$ cat src/rtl/pkt_buf_pkg.sv
// Shared types and constants for the MAC packet-buffer read side.
// Word layout: [35]=SOP, [34]=EOP, [33:32]=BN (0 means 4 bytes), [31:0]=data.
package pkt_buf_pkg;

   localparam int unsigned DATA_WIDTH    = 36;
   localparam int unsigned ADDR_WIDTH    = 9;
   localparam int unsigned PTR_WIDTH     = ADDR_WIDTH + 1;
   localparam int unsigned FCNT_WIDTH    = ADDR_WIDTH + 1;
   localparam int unsigned PAYLOAD_WIDTH = 32;
   localparam int unsigned BN_WIDTH      = 2;

   localparam int unsigned SOP_BIT = 35;
   localparam int unsigned EOP_BIT = 34;
   localparam int unsigned BN_MSB  = 33;
   localparam int unsigned BN_LSB  = 32;

   typedef logic [PTR_WIDTH-1:0]  ptr_t;
   typedef logic [FCNT_WIDTH-1:0] fcnt_t;

   localparam fcnt_t FCNT_MAX = {FCNT_WIDTH{1'b1}};

   typedef enum logic [1:0] {
      IDLE   = 2'd0,
      STREAM = 2'd1,
      FLUSH  = 2'd2
   } state_e;

   // Field order mirrors the RAM word so a plain cast unpacks it.
   typedef struct packed {
      logic                     sop;
      logic                     eop;
      logic [BN_WIDTH-1:0]      bn;
      logic [PAYLOAD_WIDTH-1:0] data;
   } word_t;

   function automatic word_t unpack_word(input logic [DATA_WIDTH-1:0] q);
      word_t w;
      w.sop  = q[SOP_BIT];
      w.eop  = q[EOP_BIT];
      w.bn   = q[BN_MSB:BN_LSB];
      w.data = q[PAYLOAD_WIDTH-1:0];
      return w;
   endfunction

endpackage

$ cat src/rtl/pkt_buf_reader_if.sv
// Valid/ready word stream from the packet-buffer reader toward the MAC transmit path.
interface pkt_buf_reader_if;
   import pkt_buf_pkg::*;

   logic [PAYLOAD_WIDTH-1:0] out_data;
   logic                     out_sop;
   logic                     out_eop;
   logic [BN_WIDTH-1:0]      out_bn;
   logic                     out_valid;
   logic                     out_ready;

   modport master (
      output out_data, out_sop, out_eop, out_bn, out_valid,
      input  out_ready
   );

   modport slave (
      input  out_data, out_sop, out_eop, out_bn, out_valid,
      output out_ready
   );

endinterface

$ cat src/rtl/pkt_buf_out_reg.sv
// Single-entry valid/ready output register: clear beats load, load beats drain.
module pkt_buf_out_reg
   import pkt_buf_pkg::*;
(
   input  logic  Clk,
   input  logic  Reset,
   input  logic  load,
   input  logic  clear,
   input  logic  ready,
   input  word_t d,
   output word_t q,
   output logic  valid
);

   always_ff @(posedge Clk) begin
      if (Reset) begin
         valid <= 1'b0;
         q     <= '0;
      end else if (clear) begin
         valid <= 1'b0;
      end else if (load) begin
         valid <= 1'b1;
         q     <= d;
      end else if (ready) begin
         valid <= 1'b0;
      end
   end

endmodule

$ cat src/rtl/pkt_buf_reader.sv
// Read-side controller of the packet buffer: walks committed frames out of the RAM's
// combinational port onto a valid/ready stream, with abort/flush and framing-fault flag.
module pkt_buf_reader
   import pkt_buf_pkg::*;
(
   input  logic                  Clk,
   input  logic                  Reset,
   input  ptr_t                  wr_ptr,
   input  logic                  frame_commit,
   output logic [ADDR_WIDTH-1:0] ram_addr,
   input  logic [DATA_WIDTH-1:0] ram_q,
   output ptr_t                  rd_ptr,
   pkt_buf_reader_if.master      strm,
   input  logic                  abort,
   output fcnt_t                 frames_pending,
   output logic                  err
);

   state_e state, state_nxt;
   ptr_t   rd_ptr_nxt;
   fcnt_t  pending_nxt;
   logic   err_nxt;
   logic   eop_loaded, eop_loaded_nxt;
   logic   fetch, load, clear, frame_done;
   logic   buf_empty, load_slot, has_pending, eop_accept;
   word_t  q_word, o_word;
   logic   o_valid;

   assign q_word      = unpack_word(ram_q);
   assign ram_addr    = rd_ptr[ADDR_WIDTH-1:0];
   assign buf_empty   = (rd_ptr == wr_ptr);
   assign load_slot   = !o_valid || strm.out_ready;
   assign has_pending = (frames_pending != '0);
   assign eop_accept  = o_valid && strm.out_ready && o_word.eop;

   // Next state, fetch decision, error detection and frame accounting.
   always_comb begin
      state_nxt      = state;
      eop_loaded_nxt = eop_loaded;
      err_nxt        = err;
      pending_nxt    = frames_pending;
      fetch          = 1'b0;
      load           = 1'b0;
      clear          = 1'b0;
      frame_done     = 1'b0;

      unique case (state)
         IDLE: begin
            // First word goes straight into the output register from IDLE.
            if (has_pending && !buf_empty && load_slot) begin
               fetch          = 1'b1;
               load           = 1'b1;
               eop_loaded_nxt = q_word.eop;
               state_nxt      = STREAM;
               if (!q_word.sop) err_nxt = 1'b1;
            end
         end
         STREAM: begin
            if (abort) begin
               clear          = 1'b1;
               eop_loaded_nxt = 1'b0;
               if (o_valid && o_word.eop) begin
                  frame_done = 1'b1;
                  state_nxt  = IDLE;
               end else begin
                  state_nxt  = FLUSH;
               end
            end else if (eop_accept) begin
               frame_done     = 1'b1;
               eop_loaded_nxt = 1'b0;
               state_nxt      = IDLE;
            end else if (!eop_loaded) begin
               if (buf_empty) begin
                  if (has_pending) err_nxt = 1'b1;
               end else if (load_slot) begin
                  fetch          = 1'b1;
                  load           = 1'b1;
                  eop_loaded_nxt = q_word.eop;
                  if (q_word.sop) err_nxt = 1'b1;
               end
            end
         end
         FLUSH: begin
            if (buf_empty) begin
               if (has_pending) err_nxt = 1'b1;
            end else begin
               fetch = 1'b1;
               if (q_word.eop) begin
                  frame_done = 1'b1;
                  state_nxt  = IDLE;
               end
            end
         end
         default: state_nxt = IDLE;
      endcase

      // A commit and a completed frame in the same cycle cancel out.
      if (frame_commit && !frame_done) begin
         if (frames_pending == FCNT_MAX) err_nxt = 1'b1;
         else                            pending_nxt = frames_pending + fcnt_t'(1);
      end else if (frame_done && !frame_commit && has_pending) begin
         pending_nxt = frames_pending - fcnt_t'(1);
      end

      rd_ptr_nxt = fetch ? rd_ptr + ptr_t'(1) : rd_ptr;
   end

   always_ff @(posedge Clk) begin
      if (Reset) begin
         state          <= IDLE;
         rd_ptr         <= '0;
         frames_pending <= '0;
         err            <= 1'b0;
         eop_loaded     <= 1'b0;
      end else begin
         state          <= state_nxt;
         rd_ptr         <= rd_ptr_nxt;
         frames_pending <= pending_nxt;
         err            <= err_nxt;
         eop_loaded     <= eop_loaded_nxt;
      end
   end

   pkt_buf_out_reg u_out_reg (
      .Clk   (Clk),
      .Reset (Reset),
      .load  (load),
      .clear (clear),
      .ready (strm.out_ready),
      .d     (q_word),
      .q     (o_word),
      .valid (o_valid)
   );

   assign strm.out_valid = o_valid;
   assign strm.out_sop   = o_word.sop;
   assign strm.out_eop   = o_word.eop;
   assign strm.out_bn    = o_word.bn;
   assign strm.out_data  = o_word.data;

endmodule

$ cat src/flat_wrapper.sv
// flat-port wrapper written by rule: the top's interface ports become plain ports
module pkt_buf_reader_flat import pkt_buf_pkg::*;
  (Clk, Reset, wr_ptr, frame_commit, ram_addr, ram_q, rd_ptr, abort, frames_pending, err, strm_out_data, strm_out_sop, strm_out_eop, strm_out_bn, strm_out_valid, strm_out_ready);
  pkt_buf_reader_if strm_i ();
  input  logic Clk;
  input  logic Reset;
  input  ptr_t wr_ptr;
  input  logic frame_commit;
  output logic [ADDR_WIDTH-1:0] ram_addr;
  input  logic [DATA_WIDTH-1:0] ram_q;
  output ptr_t rd_ptr;
  input  logic abort;
  output fcnt_t frames_pending;
  output logic err;
  output wire logic [$bits(strm_i.out_data)-1:0] strm_out_data;
  output wire logic [$bits(strm_i.out_sop)-1:0] strm_out_sop;
  output wire logic [$bits(strm_i.out_eop)-1:0] strm_out_eop;
  output wire logic [$bits(strm_i.out_bn)-1:0] strm_out_bn;
  output wire logic [$bits(strm_i.out_valid)-1:0] strm_out_valid;
  input wire logic [$bits(strm_i.out_ready)-1:0] strm_out_ready;
  assign strm_out_data = strm_i.out_data;
  assign strm_out_sop = strm_i.out_sop;
  assign strm_out_eop = strm_i.out_eop;
  assign strm_out_bn = strm_i.out_bn;
  assign strm_out_valid = strm_i.out_valid;
  assign strm_i.out_ready = strm_out_ready;
  pkt_buf_reader u_core (.Clk(Clk), .Reset(Reset), .wr_ptr(wr_ptr), .frame_commit(frame_commit), .ram_addr(ram_addr), .ram_q(ram_q), .rd_ptr(rd_ptr), .strm(strm_i), .abort(abort), .frames_pending(frames_pending), .err(err));
endmodule
$ cat config.mk
export PLATFORM = sky130hd
export DESIGN_NAME = pkt_buf_reader_flat
export DESIGN_NICKNAME = d
export VERILOG_FILES = /design/src/rtl/pkt_buf_pkg.sv /design/src/rtl/pkt_buf_reader_if.sv /design/src/rtl/pkt_buf_out_reg.sv /design/src/rtl/pkt_buf_reader.sv /design/src/flat_wrapper.sv
export SDC_FILE = /design/constraint.sdc
export NUM_CORES = 1
export LEC_CHECK = 0
export BUFFER_PORTS_ARGS = -buffer_cell sky130_fd_sc_hd__buf_2
export CAP_MARGIN = 0
export CORE_MARGIN = 2
export CORE_UTILIZATION = 50
export CTS_CLUSTER_DIAMETER = 120
export DETAILED_ROUTE_END_ITERATION = 12
export PLACE_DENSITY = 0.8
export SYNTH_ARGS = -nofsm -noshare
export SYNTH_HDL_FRONTEND = slang
export SYNTH_SLANG_ARGS = --single-unit
$ cat constraint.sdc
create_clock -name Clk -period 5.2 [get_ports Clk]
set_input_delay 1.04 -clock Clk [delete_from_list [all_inputs] [get_ports Clk]]
set_output_delay 1.04 -clock Clk [all_outputs]
set_load 0.05 [all_outputs]
==> impl_metrics.toml <==
[synth]
synth_edf_count = 0
syn_inst = 353
ys_ff_latch = 61
syn_area_sq_mm = 0.00330
synthArstFlopShare = 0
synthFlopType = "dfxtp_1"
synth_cell_types = 57
avgSynthCellArea_sq_um = 9.36
synth_nets = 419
yosysWarnings = 0
yosysSeqAreaShare = 0.370

[placed_design]
place_congestion = 0.913
dp.final_hpwl_um = 5510
preCtsSetupSlack_ns = 0.787
io_buffers = 117

[floorplanning]
row_count = 29
die_h_um = 85.3
start_util = 0.517
dieArea_sq_mm = 0.00727
core_region_area_sq_mm = 0.00639
die_w_um = 85.3
ios = 118

[sta]
slew_headroom = 0.206
worst_pin_slew_ns = 1.19
finalSetupViolCount = 0
timing.fmax_ghz = 0.245
finalHoldViolCount = 0
fin_worst_skew_ns = 0.00828
tns_ns = 0
timing.final.crit_share = 0.786
rsz0062_at_grt = "false"
slew_viol_final = 0
layout_setup_ws_ns = 1.12
period_needed_ns = 4.08

[clocking]
cts_sinks = 61
cts_resized = 0
clock_path_buffers = 2
worstSkewPairLatency_ns = 0.34
cts_root_buffer = "clkbuf_8"
ctsHoldBuffers = 0
numCtsBuffers = 9
cts-htree-levels = 3
clkTransAtPathRegs_ns = 0.07
cts_tree = "built"
postCtsSetupBuffers = 0

[detailed_routing]
ant_nets = 0
drtIter0Drc = 151
met2_wirelength_um = 3580
vias = 2957
met3_length_um = 602
top_layer = "met4"
route.detailed.drc = 0
vias_per_cell = 5.46
routedWlPerCell_um = 14.0
wl_met1_um = 3320
routed_wl_um = 7610
drt_first_pass_iters = 4

[global_routing]
first_global_vias = 2716
grt_antenna_before_repair = 0
grt_pass1_wl_um = 12400
gr-total-overflow = 0
grt_max_degree = 68
track_usage = 0.211

[critical_path]
path_max_fanout = 9
startpoint_type = "input port"
critPathRequiredTime_ns = 5.43
crit_arrival_ns = 4.31
reg2reg_slack_ns = 1.46
crit_path_end_kind = "register"
path_class = "in2reg"

[finish]
antennaDiodeCount = 0
layout.nets = 526
fillers = 534
drive_gt1_frac = 0.327
layout_commonest_cell = "buf_2"
layout_common_cells = "buf_2 (117), dfxtp_1 (61), nor2_1 (50), mux2i_1 (38), a21oi_1 (17)"
syn_to_final_growth_pct = 22.5

[pwr]
p_per_area_mw_per_mm2 = 618
vdd_drop_max_uv = 372
p_leak_nw = 1.97

[run]
max_cap_viol_count = 0

[hold_path]
hold_class = "reg2reg"

[status]
status = "complete, no violations"
cell families after synthesis:
kind of cell,Yosys count,synth area share
buffers and inverters,32,0.0580
adders and majority gates,15,0.0591
muxes,41,0.130
DFF,61,0.370
and+or+nand+nor,117,0.189
AOI/OAI and AO/OA,67,0.141
xor gates and xnor gates,20,0.0530
power by group:
group          switching, W  total, W  internal (W)  leakage [nW]
logic              0.000902   0.00135      0.000450          1.37
clock network      0.000202  0.000440      0.000238        0.0991
registers          0.000104  0.000706      0.000602         0.502
total               0.00121   0.00250       0.00129          1.97
synth_stat cells (all sizes together) (2+ instances only):
master / instances / area [sq um]
o31ai: 5 / 42.5
nand4: 5 / 37.5
nand2: 11 / 43.8
or4: 5 / 45.0
dfxtp: 61 / 1220
nor2b: 7 / 43.8
a21o: 3 / 22.5
nor2: 50 / 188
o211ai: 2 / 15.0
o41ai: 2 / 17.5
xor2: 12 / 105
inv: 11 / 41.3
mux2i: 39 / 403
nor4b: 2 / 23.8
xnor2: 8 / 70.1
nor3: 4 / 20.0
and3: 6 / 37.5
and4: 2 / 17.5
nand3b: 2 / 15.0
nand2b: 2 / 12.5
ha: 14 / 175
a211oi: 4 / 30.0
or2: 2 / 12.5
nand3: 12 / 60.1
o21ai: 16 / 80.1
nor4: 2 / 25.0
a21oi: 17 / 85.1
clkbuf: 7 / 26.3
a31o: 2 / 26.3
or3: 2 / 17.5
a31oi: 8 / 56.3
mux2: 2 / 26.3
buf: 14 / 124
registers in the layout, summed over array words and instances, names as in the netlist:
name / count
u_core.u_out_reg.q: 36
u_core.frames_pending: 10
u_core.rd_ptr: 10
u_core.state: 2
u_core.eop_loaded: 1
u_core.err: 1
u_core.u_out_reg.valid: 1
layout make-up:
class / instances / area [sq um] / area share
inverter: 11 / 41.3 / 0.0102
sequential: 61 / 1220 / 0.302
clock inverter: 6 / 71.3 / 0.0176
clock buffer: 10 / 138 / 0.0340
multi-input combinational: 260 / 1890 / 0.468
timing repair buffer: 117 / 586 / 0.145
tap: 77 / 96.3 / 0.0238
layer usage:
metal,track usage,vias to the layer above
met2,0.327,107
met1,0.277,1367
li1,-,1472
met3,0.0603,11
met4,0.0808,0
met5,0,-
worst max-delay path, cell delays in order:
cell and delay (ns):
buf_2 0.10, xor2_1 0.14, nor4_2 0.59, a31o_4 0.30
and3_1 0.24, inv_1 0.18, ha_1 0.39, o211ai_1 0.10
o21ai_1 0.20, a31oi_1 0.16, o21ai_1 0.28, mux2i_4 0.28
mux2_4 0.31
worst paths after layout:
path	end	cells past startpoint	startpoint
worst max-delay path	u_core.frames_pending[9]	13	wr_ptr[1]
worst min-delay path	u_core.u_out_reg.q[35]	2	u_core.u_out_reg.q[35]
worst max register to register	u_core.frames_pending[9]	12	u_core.rd_ptr[0]
worst min register to register	u_core.u_out_reg.q[35]	2	u_core.u_out_reg.q[35]
stage by stage:
step	util	hold slack, ns	power [W]	instances	instance area (sq um)
6_report	0.633	0.495	0.00250	542	4050
4_1_cts	0.633	0.499	0.00252	542	4050
5_1_grt	0.633	0.517	0.00265	542	4050
3_3_place_gp	0.601	0.467	0.00204	526	3840
2_1_floorplan	-	0.471	0.00185	353	3300
3_5_place_dp	0.601	0.480	0.00207	526	3840
Note: power is estimated with default switching activity, not from simulation.
